==> src/rtl/mod_counter.sv <==
// -----------------------------------------------------------------------------
// mod_counter
//   Up/down modulo-MODULUS counter with an enable prescaler, a synchronous
//   load and a registered terminal-count pulse.
//
//   Compile-time option:
//     MOD_COUNTER_SAT_EN  undefined (default): the count wraps at its limits
//                         and tc pulses on the cycle after each wrap.
//                         defined: the count saturates at its limits and tc
//                         is high after every step attempted at the limit.
//
//   rst is asynchronous and active-high. Its deassertion must already be
//   synchronised to clk by the surrounding logic.
// -----------------------------------------------------------------------------
module mod_counter #(
  parameter int     WIDTH    = 6,
  parameter longint MODULUS  = 16,
  parameter int     PRESCALE = 1
) (
  input  logic             clk,
  input  logic             rst,
  input  logic             en,
  input  logic             up,
  input  logic             load,
  input  logic [WIDTH-1:0] load_val,
  output logic [WIDTH-1:0] count,
  output logic             tc
);

  // ---------------------------------------------------------------------------
  // Parameter legality, rejected while the design is elaborated
  // ---------------------------------------------------------------------------
  if (WIDTH < 1 || WIDTH > 32) begin : g_bad_width
    $error("mod_counter: WIDTH must lie in 1..32");
  end

  if (MODULUS < 2 || MODULUS > (64'sd1 <<< WIDTH)) begin : g_bad_modulus
    $error("mod_counter: MODULUS must lie in 2..2**WIDTH");
  end

  if (PRESCALE < 1 || PRESCALE > 65535) begin : g_bad_prescale
    $error("mod_counter: PRESCALE must lie in 1..65535");
  end

  // ---------------------------------------------------------------------------
  // Derived constants
  // ---------------------------------------------------------------------------
  // Limit compares run one bit wider than the count so MODULUS = 2**WIDTH is
  // representable and the increment never overflows.
  localparam int XW = WIDTH + 1;

  // A single-state prescaler still needs a one-bit register to stay legal.
  localparam int PS_W = (PRESCALE > 1) ? $clog2(PRESCALE) : 1;

  localparam logic [XW-1:0]    MOD_X  = XW'(MODULUS);
  localparam logic [WIDTH-1:0] MAX_W  = WIDTH'(MODULUS - 1);
  localparam logic [PS_W-1:0]  PS_MAX = PS_W'(PRESCALE - 1);

  // ---------------------------------------------------------------------------
  // State
  // ---------------------------------------------------------------------------
  logic [WIDTH-1:0] count_q, count_d;
  logic [PS_W-1:0]  ps_q,    ps_d;
  logic             tc_q,    tc_d;

  // Internal decode
  logic             step;
  logic [XW-1:0]    cnt_x;
  logic [XW-1:0]    inc_x;
  logic [XW-1:0]    lv_x;
  logic             at_max;
  logic             at_zero;
  logic             lv_too_big;

  // Widened views of the count and load value for overflow-free compares.
  assign cnt_x      = {1'b0, count_q};
  assign inc_x      = cnt_x + XW'(1);
  assign lv_x       = {1'b0, load_val};
  assign at_max     = (inc_x == MOD_X);
  assign at_zero    = (count_q == '0);
  assign lv_too_big = (lv_x >= MOD_X);

  // A step is taken on the enabled, non-load cycle that completes a prescale.
  assign step = en && !load && (ps_q == PS_MAX);

  // Prescaler next state: cleared by load, advanced by en, held otherwise.
  always_comb begin
    // NOTE: every always_comb output gets a default first so that no path
    // through the branches below leaves it unassigned and infers a latch.
    ps_d = ps_q;
    if (load) begin
      ps_d = '0;
    end else if (en) begin
      if (ps_q == PS_MAX) begin
        ps_d = '0;
      end else begin
        ps_d = ps_q + PS_W'(1);
      end
    end
  end

  // Count and terminal-count next state: load wins, then a step in the
  // sampled direction, otherwise hold with tc low.
  always_comb begin
    count_d = count_q;
    tc_d    = 1'b0;
    if (load) begin
      count_d = lv_too_big ? MAX_W : load_val;
    end else if (step) begin
      if (up) begin
        if (at_max) begin
`ifdef MOD_COUNTER_SAT_EN
          count_d = count_q;
`else
          count_d = '0;
`endif
          tc_d    = 1'b1;
        end else begin
          count_d = inc_x[WIDTH-1:0];
        end
      end else begin
        if (at_zero) begin
`ifdef MOD_COUNTER_SAT_EN
          count_d = count_q;
`else
          count_d = MAX_W;
`endif
          tc_d    = 1'b1;
        end else begin
          count_d = count_q - WIDTH'(1);
        end
      end
    end
  end

  // State register with asynchronous clear of count, prescaler and tc.
  always_ff @(posedge clk or posedge rst) begin
    // NOTE: flops take non-blocking assignments so every register samples the
    // pre-edge values of the others regardless of evaluation order.
    if (rst) begin
      count_q <= '0;
      ps_q    <= '0;
      tc_q    <= 1'b0;
    end else begin
      count_q <= count_d;
      ps_q    <= ps_d;
      tc_q    <= tc_d;
    end
  end

  // Outputs come straight from flops; no input reaches them combinationally.
  assign count = count_q;
  assign tc    = tc_q;

endmodule

==> config.mk <==
export PLATFORM = sky130hd
export DESIGN_NAME = mod_counter
export DESIGN_NICKNAME = d
export VERILOG_FILES = /design/src/rtl/mod_counter.sv
export SDC_FILE = /design/constraint.sdc
export NUM_CORES = 1
export LEC_CHECK = 0
export CAP_MARGIN = 5
export CORE_MARGIN = 2
export CORE_UTILIZATION = 45
export CTS_CLUSTER_DIAMETER = 40
export CTS_CLUSTER_SIZE = 20
export DETAILED_ROUTE_END_ITERATION = 10
export PLACE_DENSITY = 0.75
export SLEW_MARGIN = 15
export SYNTH_ARGS = -nofsm -noshare
export SYNTH_HDL_FRONTEND = slang
export SYNTH_SLANG_ARGS = --single-unit
==> constraint.sdc <==
create_clock -name clk -period 4 [get_ports clk]
set_input_delay 0.4 -clock clk [delete_from_list [all_inputs] [get_ports clk]]
set_output_delay 0.4 -clock clk [all_outputs]
set_load 0.05 [all_outputs]
==> metrics.md, run 1 <==
| Metric | Value |
|---|---|
| Core Area | `between 1000 and 1500 sq um` |
| Post-route design area | `roughly 840 sq um` |
| Vias/cell | `around 5.9` |
| DR vias | `around 630` |
| 1st-iter DRT viols | `12` |
| RSZ-0062 raised after global routing | `no` |
| WL/cell | `roughly 14 microns` |
| P per Cell Area | `~310 nW/um^2` |
| Hold-fix buffers, CTS | `0` |
| Fin nets | `about 110` |
| Clock-pin slew on the worst setup and hold paths | `around 0.05 ns` |
| Die area | `1796 sq um` |
| Mapped Nets | `90` |
| M1 GR Usage | `~21%` |
| Synthesized flop and latch total | `7` |
| Post-cts sizing count | `0` |
| Clk sinks | `7` |
| Sequential share of power | `35.8%` |
| Slew margin rel. | `66.68%` |
| Asr flop ratio synth | `between 90% and 100%` |
| Clk_lat worst skew | `~0.25 ns` |
| Initial antenna violation count | `0` |
| WL final | `1.442 mm` |
| Ranking of synthesized cells by area | `dfrtp_1 (26%), ha_1 (5.7%), nor2_1 (5.1%)` |
| Sum Neg Setup Slack | `0 ns` |
| Family with the most delay on the worst path | `buffers and inverters` |
| Diode count | `0` |
| Worst Setup Path Type | `flip-flop to output port` |
| Port bufs | `17` |
| Status | `completed` |
| Leak | `0.3390 nW` |
| Worst setup SP type | `flip-flop` |
| Die height | `about 42 microns` |
| Sequential fraction of the synthesis area | `a little over a quarter` |
| Worst Path Required | `about 3.6 ns` |
| Largest net degree at the start of global routing | `13` |
| Total gr overflow | `0` |
| Worst VDD drop | `about 270 uV` |
| Gr busiest metal | `met2` |
| Area leader, netlist | `dfrtp_1` |
| Ys flop type | `dfrtp_1` |
| Commonest cells after routing, fill and taps aside | `clkdlybuf4s50_1 (17), nor2_1 (9), dfrtp_1 (7)` |
| Crit end category | `output port` |
| Met2 Use GR | `a little under 30%` |
| P_sw | `0.09948 mW` |
| CP Data Arrival Time | `between 1.5 and 2 ns` |
| Clock buffer count from CTS | `3` |
| Worst reg-to-reg setup slack | `approximately 2.2 ns` |
| GPL Wtd Cong | `between 0.8 and 0.9` |
| Synth warn | `0` |
| Final worst-path cycle share | `roughly half` |
| Final Critical Period | `about 2.1 ns` |
| Placed Instance Area | `about 810 sq um` |
| Slowest cell on the critical path | `clkdlybuf4s50_1` |
| Die width | `42.39 microns` |
| Hold Crit Class | `input pin to asynchronous set/reset pin` |
| Global Route met3 Usage | `8.190%` |
| DP Wirelength | `approximately 1.1 mm` |
| CTS tree | `done` |
| Footprint of the multi-input gates | `between 400 and 500 sq um` |
| Synth top area share | `about a quarter` |
| CP bufs+invs | `1` |
| Pins over their slew limit | `0` |
| Share of layout cells above drive strength 1 | `13.19%` |
| FMAX | `a little under 500 MHz` |
| Max Cap Viol | `0` |
| Synthesized area | `663.1 sq um` |
| Storage element area | `175.2 sq um` |
| DRT Pass-1 Iters | `4` |
| Hold Fails Final Rpt | `0` |
| Post-synth EDFFs | `0` |
| Setup repair bufs after CTS | `0` |
| Ports | `18` |
| Switching portion of total power | `a little under two fifths` |
| Number of H-tree levels | `1` |
| Largest stage delay, worst path | `0.87 ns` |
| Clock Tree Buf Depth | `2` |
| CP Cell Sequence | `clkdlybuf4s50_1` |
| Max FO, Critical Path | `10` |
| Synth cell types | `40` |
| DRT antenna net count | `0` |
| Total power | `roughly 0.26 mW` |
| Internal | `0.1607 mW` |
| Worst Skew | `around 0.0028 ns` |
| Synth-to-Final Area Change | `26.42%` |
| Rows | `13` |
| Clock power share | `around a quarter` |
| Final setup fails | `0` |
| Most common cell after layout, fill and taps aside | `clkdlybuf4s50_1` |
| Initial core utilization | `between 40 and 50%` |
| Syn Inst Count | `76` |
| Vias in the first global route | `580` |
| First-pass GRT wire length | `between 2 and 2.5 mm` |
| GRT Resource Usage Total | `17.89%` |
| Avg Cell Area, Syn | `8.725 sq um` |
| Root buffer cell | `clkbuf_4` |
| Filler cell count | `between 100 and 150` |
| Slew at the pin with the worst max-slew slack | `0.4982 ns` |
| Drt drc | `0` |
| Power share of the combinational group | `between 40 and 50%` |
[layer usage]
metal / up-vias / routed length (microns)
li1: 308 / -
met1: 302 / 676
met2: 17 / 682
met3: 0 / 84
met4: 0 / 0
met5: - / 0
[power groups by stage]
stage	Combinational, mW	Sequential, mW	Clock [mW]
3_5_place_dp	0.105	0.0941	0
5_1_grt	0.113	0.0948	0.0707
6_report	0.104	0.0931	0.0626
2_1_floorplan	0.0612	0.107	0
4_1_cts	0.105	0.0930	0.0654
3_3_place_gp	0.104	0.0941	0
[per-stage QoR]
stage | util [%] | cells | setup slack [ns] | hold WS, ns
after floorplan | - | 76 | 2.109 | 0.2034
after detailed placement | 60.88 | 102 | 1.939 | 0.6612
final | 62.85 | 106 | 1.946 | 0.3887
after global routing | 62.85 | 106 | 1.885 | 0.4019
after global placement | 60.88 | 102 | 1.949 | 0.6514
after CTS | 62.85 | 106 | 1.939 | 0.3918
[final timing paths]
check                           depth (start not counted)   startpoint       end
worst max-delay path                                    1     count[3]  count[3]
worst min-delay path                                    2          rst  count[3]
worst max register to register                          6     count[0]  count[2]
worst min register to register                          3     count[5]        tc
max in group asynchronous                               2          rst  count[2]
min in group clk                                        3  load_val[3]  count[3]
[cells by family (layout without fill, tap and decap cells)]
| kind of cell | count (synthesis) | in the layout | share of synthesized area [%] |
|---|---|---|---|
| compound gates | 20 | 20 | 25.10 |
| xor+xnor | 2 | 2 | 2.642 |
| fa+ha+maj | 3 | 3 | 5.661 |
| buf+inv | 9 | 24 | 7.736 |
| flops | 7 | 7 | 26.42 |
| mux | 2 | 2 | 3.019 |
| simple gates | 33 | 33 | 29.43 |
[cells in the mapped netlist (2+ instances only)]
master / n
nor2_1: 9
dfrtp_1: 7
nor2b_1: 4
ha_1: 3
inv_1: 3
nand2_1: 3
nand2b_1: 3
nand3_1: 3
o21ai_0: 3
a21boi_0: 2
a21oi_1: 2
buf_2: 2
buf_6: 2
clkbuf_1: 2
mux2i_1: 2
nor3_1: 2
[flip-flops by register name, summed over array words and instances (netlist names)]
signal / count
tc: 1
count: 6
[final cells by class]
| cell class | instances | share of cell area (%) |
|---|---|---|
| Clock buffer | 4 | 3.134 |
| Inverter | 3 | 1.343 |
| Multi-Input combinational cell | 60 | 52.09 |
| Sequential cell | 7 | 20.90 |
| Tap cell | 15 | 2.239 |
| Timing Repair Buffer | 17 | 20.30 |
(Power assumes the default switching activity.)
==> run 2: changes to the inputs <==
--- a/config.mk
+++ b/config.mk
@@ -7,11 +7,11 @@
 export LEC_CHECK = 0
 export CAP_MARGIN = 5
 export CORE_MARGIN = 2
-export CORE_UTILIZATION = 45
+export CORE_UTILIZATION = 42
 export CTS_CLUSTER_DIAMETER = 40
 export CTS_CLUSTER_SIZE = 20
 export DETAILED_ROUTE_END_ITERATION = 10
-export PLACE_DENSITY = 0.75
+export PLACE_DENSITY = 0.74
 export SLEW_MARGIN = 15
 export SYNTH_ARGS = -nofsm -noshare
 export SYNTH_HDL_FRONTEND = slang
==> constraint.sdc (replaced) <==
create_clock -name clk -period 1.7 [get_ports clk]
set_input_delay 0.17 -clock clk [delete_from_list [all_inputs] [get_ports clk]]
set_output_delay 0.17 -clock clk [all_outputs]
set_load 0.05 [all_outputs]
==> metrics.md, run 2 (synthesis results as in run 1) <==
| Metric | Value |
|---|---|
| Status | `completed` |
| Worst reg-to-reg setup slack | `0.08 ns (-2.11 ns)` |
| Leak | `0.3912 nW (+15%)` |
| Placed Instance Area | `879.6 sq um (+8.3%)` |
| FMAX | `617.0 MHz` |
| Vias/cell | `5.897 (-0.30%)` |
| CP bufs+invs | `0 (-1)` |
| CTS tree | `done` |
| CP Data Arrival Time | `1.77 ns (+0.12 ns)` |
| GRT Resource Usage Total | `20.55% (+2.7 points)` |
| Final Critical Period | `1.621 ns` |
| 1st-iter DRT viols | `21 (+9)` |
| Port bufs | `17 (unchanged)` |
| P per Cell Area | `730.7 nW/um^2 (+140%)` |
| Hold Fails Final Rpt | `0 (unchanged)` |
| WL met1 | `725 microns (+7.2%)` |
| Hold Crit Class | `input pin to asynchronous set/reset pin` |
| Initial antenna violation count | `0 (unchanged)` |
| Worst r2r dst | `count[5]` |
| Met2 wire length | `752 microns (+10%)` |
| Slowest cell on the critical path | `or4_4` |
| Number of H-tree levels | `1 (unchanged)` |
| Fin nets | `116 (+9.4%)` |
| Final setup fails | `0 (unchanged)` |
| Die area | `1913 sq um (+6.5%)` |
| DP Wirelength | `1.287 mm (+17%)` |
| Root buffer cell | `clkbuf_4` |
| Worst Path Required | `1.85 ns (-1.75 ns)` |
| Diode count | `0 (unchanged)` |
| Share of layout cells above drive strength 1 | `33.66% (+20 points)` |
| Pins over their slew limit | `0 (unchanged)` |
| Crit end category | `flip-flop` |
| WL/cell | `14.30 microns (+5.1%)` |
| DRT Pass-1 Iters | `4 (unchanged)` |
| Slew margin rel. | `67.26% (+0.58 points)` |
| WL final | `1.673 mm (+16%)` |
| Worst Skew | `0.01308 ns (+0.01027 ns)` |
| Slew at the pin with the worst max-slew slack | `0.4896 ns (-0.008659 ns)` |
| Rows | `14 (+1)` |
| Drt drc | `0 (unchanged)` |
| Largest net degree at the start of global routing | `11 (-2)` |
| DR vias | `690 (+10%)` |
| Core Area | `1489 sq um (+12%)` |
| Total gr overflow | `0 (unchanged)` |
| Filler cell count | `133 (+5.6%)` |
| Clk_lat worst skew | `0.27 ns (+0.02 ns)` |
| Worst setup SP type | `flip-flop` |
| Worst reg2reg path depth | `4 (-2)` |
| Family with the most delay on the worst path | `simple AND/OR/NAND/NOR gates` |
| Most common cell after layout, fill and taps aside | `buf_4` |
| Largest register FFs | `6 (unchanged)` |
| Routed wl met3 | `129 microns (+54%)` |
| Max FO, Critical Path | `4 (-6)` |
| Clock-pin slew on the worst setup and hold paths | `0.07 ns (+0.02 ns)` |
| Ports | `18 (unchanged)` |
| Worst r2r src | `count[2]` |
| Layout Utilization | `60.92% (-1.9 points)` |
| DRT antenna net count | `0 (unchanged)` |
| Post-route design area | `907.1 sq um (+8.2%)` |
| Worst Setup Path Type | `flip-flop to flip-flop` |
| Total power | `0.6628 mW (+150%)` |
| Die width | `43.74 microns (+3.2%)` |
| Max Cap Viol | `0 (unchanged)` |
| Final worst-path cycle share | `between 90% and 100%` |
| Die height | `43.74 microns (+3.2%)` |
| Clock buffer count from CTS | `3 (unchanged)` |
| Commonest cells after routing, fill and taps aside | `buf_4 (16), clkdlybuf4s50_1 (11), nor2_1 (9)` |
| Worst VDD drop | `364.8 uV (+37%)` |
| Hold-fix buffers, CTS | `0 (unchanged)` |
| Vias in the first global route | `660 (+14%)` |
| Initial core utilization | `44.54% (-5.2 points)` |
| First-pass GRT wire length | `2.829 mm (+16%)` |
| Clk sinks | `7 (unchanged)` |
| RSZ-0062 raised after global routing | `no` |
| Hold_ws | `0.1476 ns (-0.2412 ns)` |
| Synth-to-Final Area Change | `36.79%` |
| Top Metal Used | `met4` |
| CP Cell Sequence | `or4_4 -> o32ai_2 -> a21oi_1 -> a31o_1` |
| Clock Tree Buf Depth | `2 (unchanged)` |
| Largest stage delay, worst path | `0.58 ns (-0.29 ns)` |
| GPL Wtd Cong | `0.8495 (-3.0%)` |
==> run 2: stage by stage <==
| step | TNS, ns | setup slack (ns) | instances |
|---|---|---|---|
| finish | 0 | 0.07919 | 117 |
| global route | 0 | 0.03432 | 117 |
| CTS | 0 | 0.09064 | 117 |
| detailed placement | 0 | 0.02445 | 113 |
| global placement | 0 | 0.03362 | 113 |
| floorplan | -0.2095 | -0.09198 | 76 |
==> run 2: power by group <==
part	total, mW	internal (mW)	switching (mW)	leakage [nW]
logic	0.307	0.129	0.178	0.295
registers	0.193	0.184	0.00973	0.0782
clock network	0.162	0.0867	0.0758	0.0177
total	0.663	0.399	0.264	0.391
==> run 2: area by class of cell <==
| type | count | area (sq um) | share of cell area (%) |
|---|---|---|---|
| Tap cell | 16 | 20.02 | 2.207 |
| Clock inverter | 1 | 5.005 | 0.5517 |
| Inverter | 3 | 11.26 | 1.241 |
| Timing Repair Buffer | 27 | 230.2 | 25.38 |
| Sequential cell | 7 | 181.4 | 20.00 |
| Clock buffer | 3 | 22.52 | 2.483 |
| Multi-Input combinational cell | 60 | 436.7 | 48.14 |
==> run 2: routing by layer <==
layer  vias to the layer above  track usage, %
met5                         -               0
met4                         0           12.12
met3                         7           5.417
met2                        42           31.76
met1                       316           25.52
li1                        325               -
==> run 2: how the worst max path moves through the flow <==
stage | startpoint | end | slack, ns | cells after the start
floorplan | count[2] | count[5] | -0.09 | 5
global placement | up | count[4] | 0.03 | 5
global route | count[2] | count[5] | 0.03 | 4
finish | count[2] | count[5] | 0.08 | 4
detailed placement | up | count[5] | 0.02 | 5
CTS | count[2] | count[5] | 0.09 | 4
==> run 2: timing repair <==
| action | CTS | global route |
|---|---|---|
| setup endpoints to repair | 0 | 1 |
| resized for setup | 0 | 1 |
| buffers inserted | 0 | 0 |
==> run 2: worst reg2reg max path, stage by stage (launching register included) <==
cell and delay, ns:
dfrtp_2 0.41, or4_4 0.58, o32ai_2 0.23, a21oi_1 0.10, a31o_1 0.18
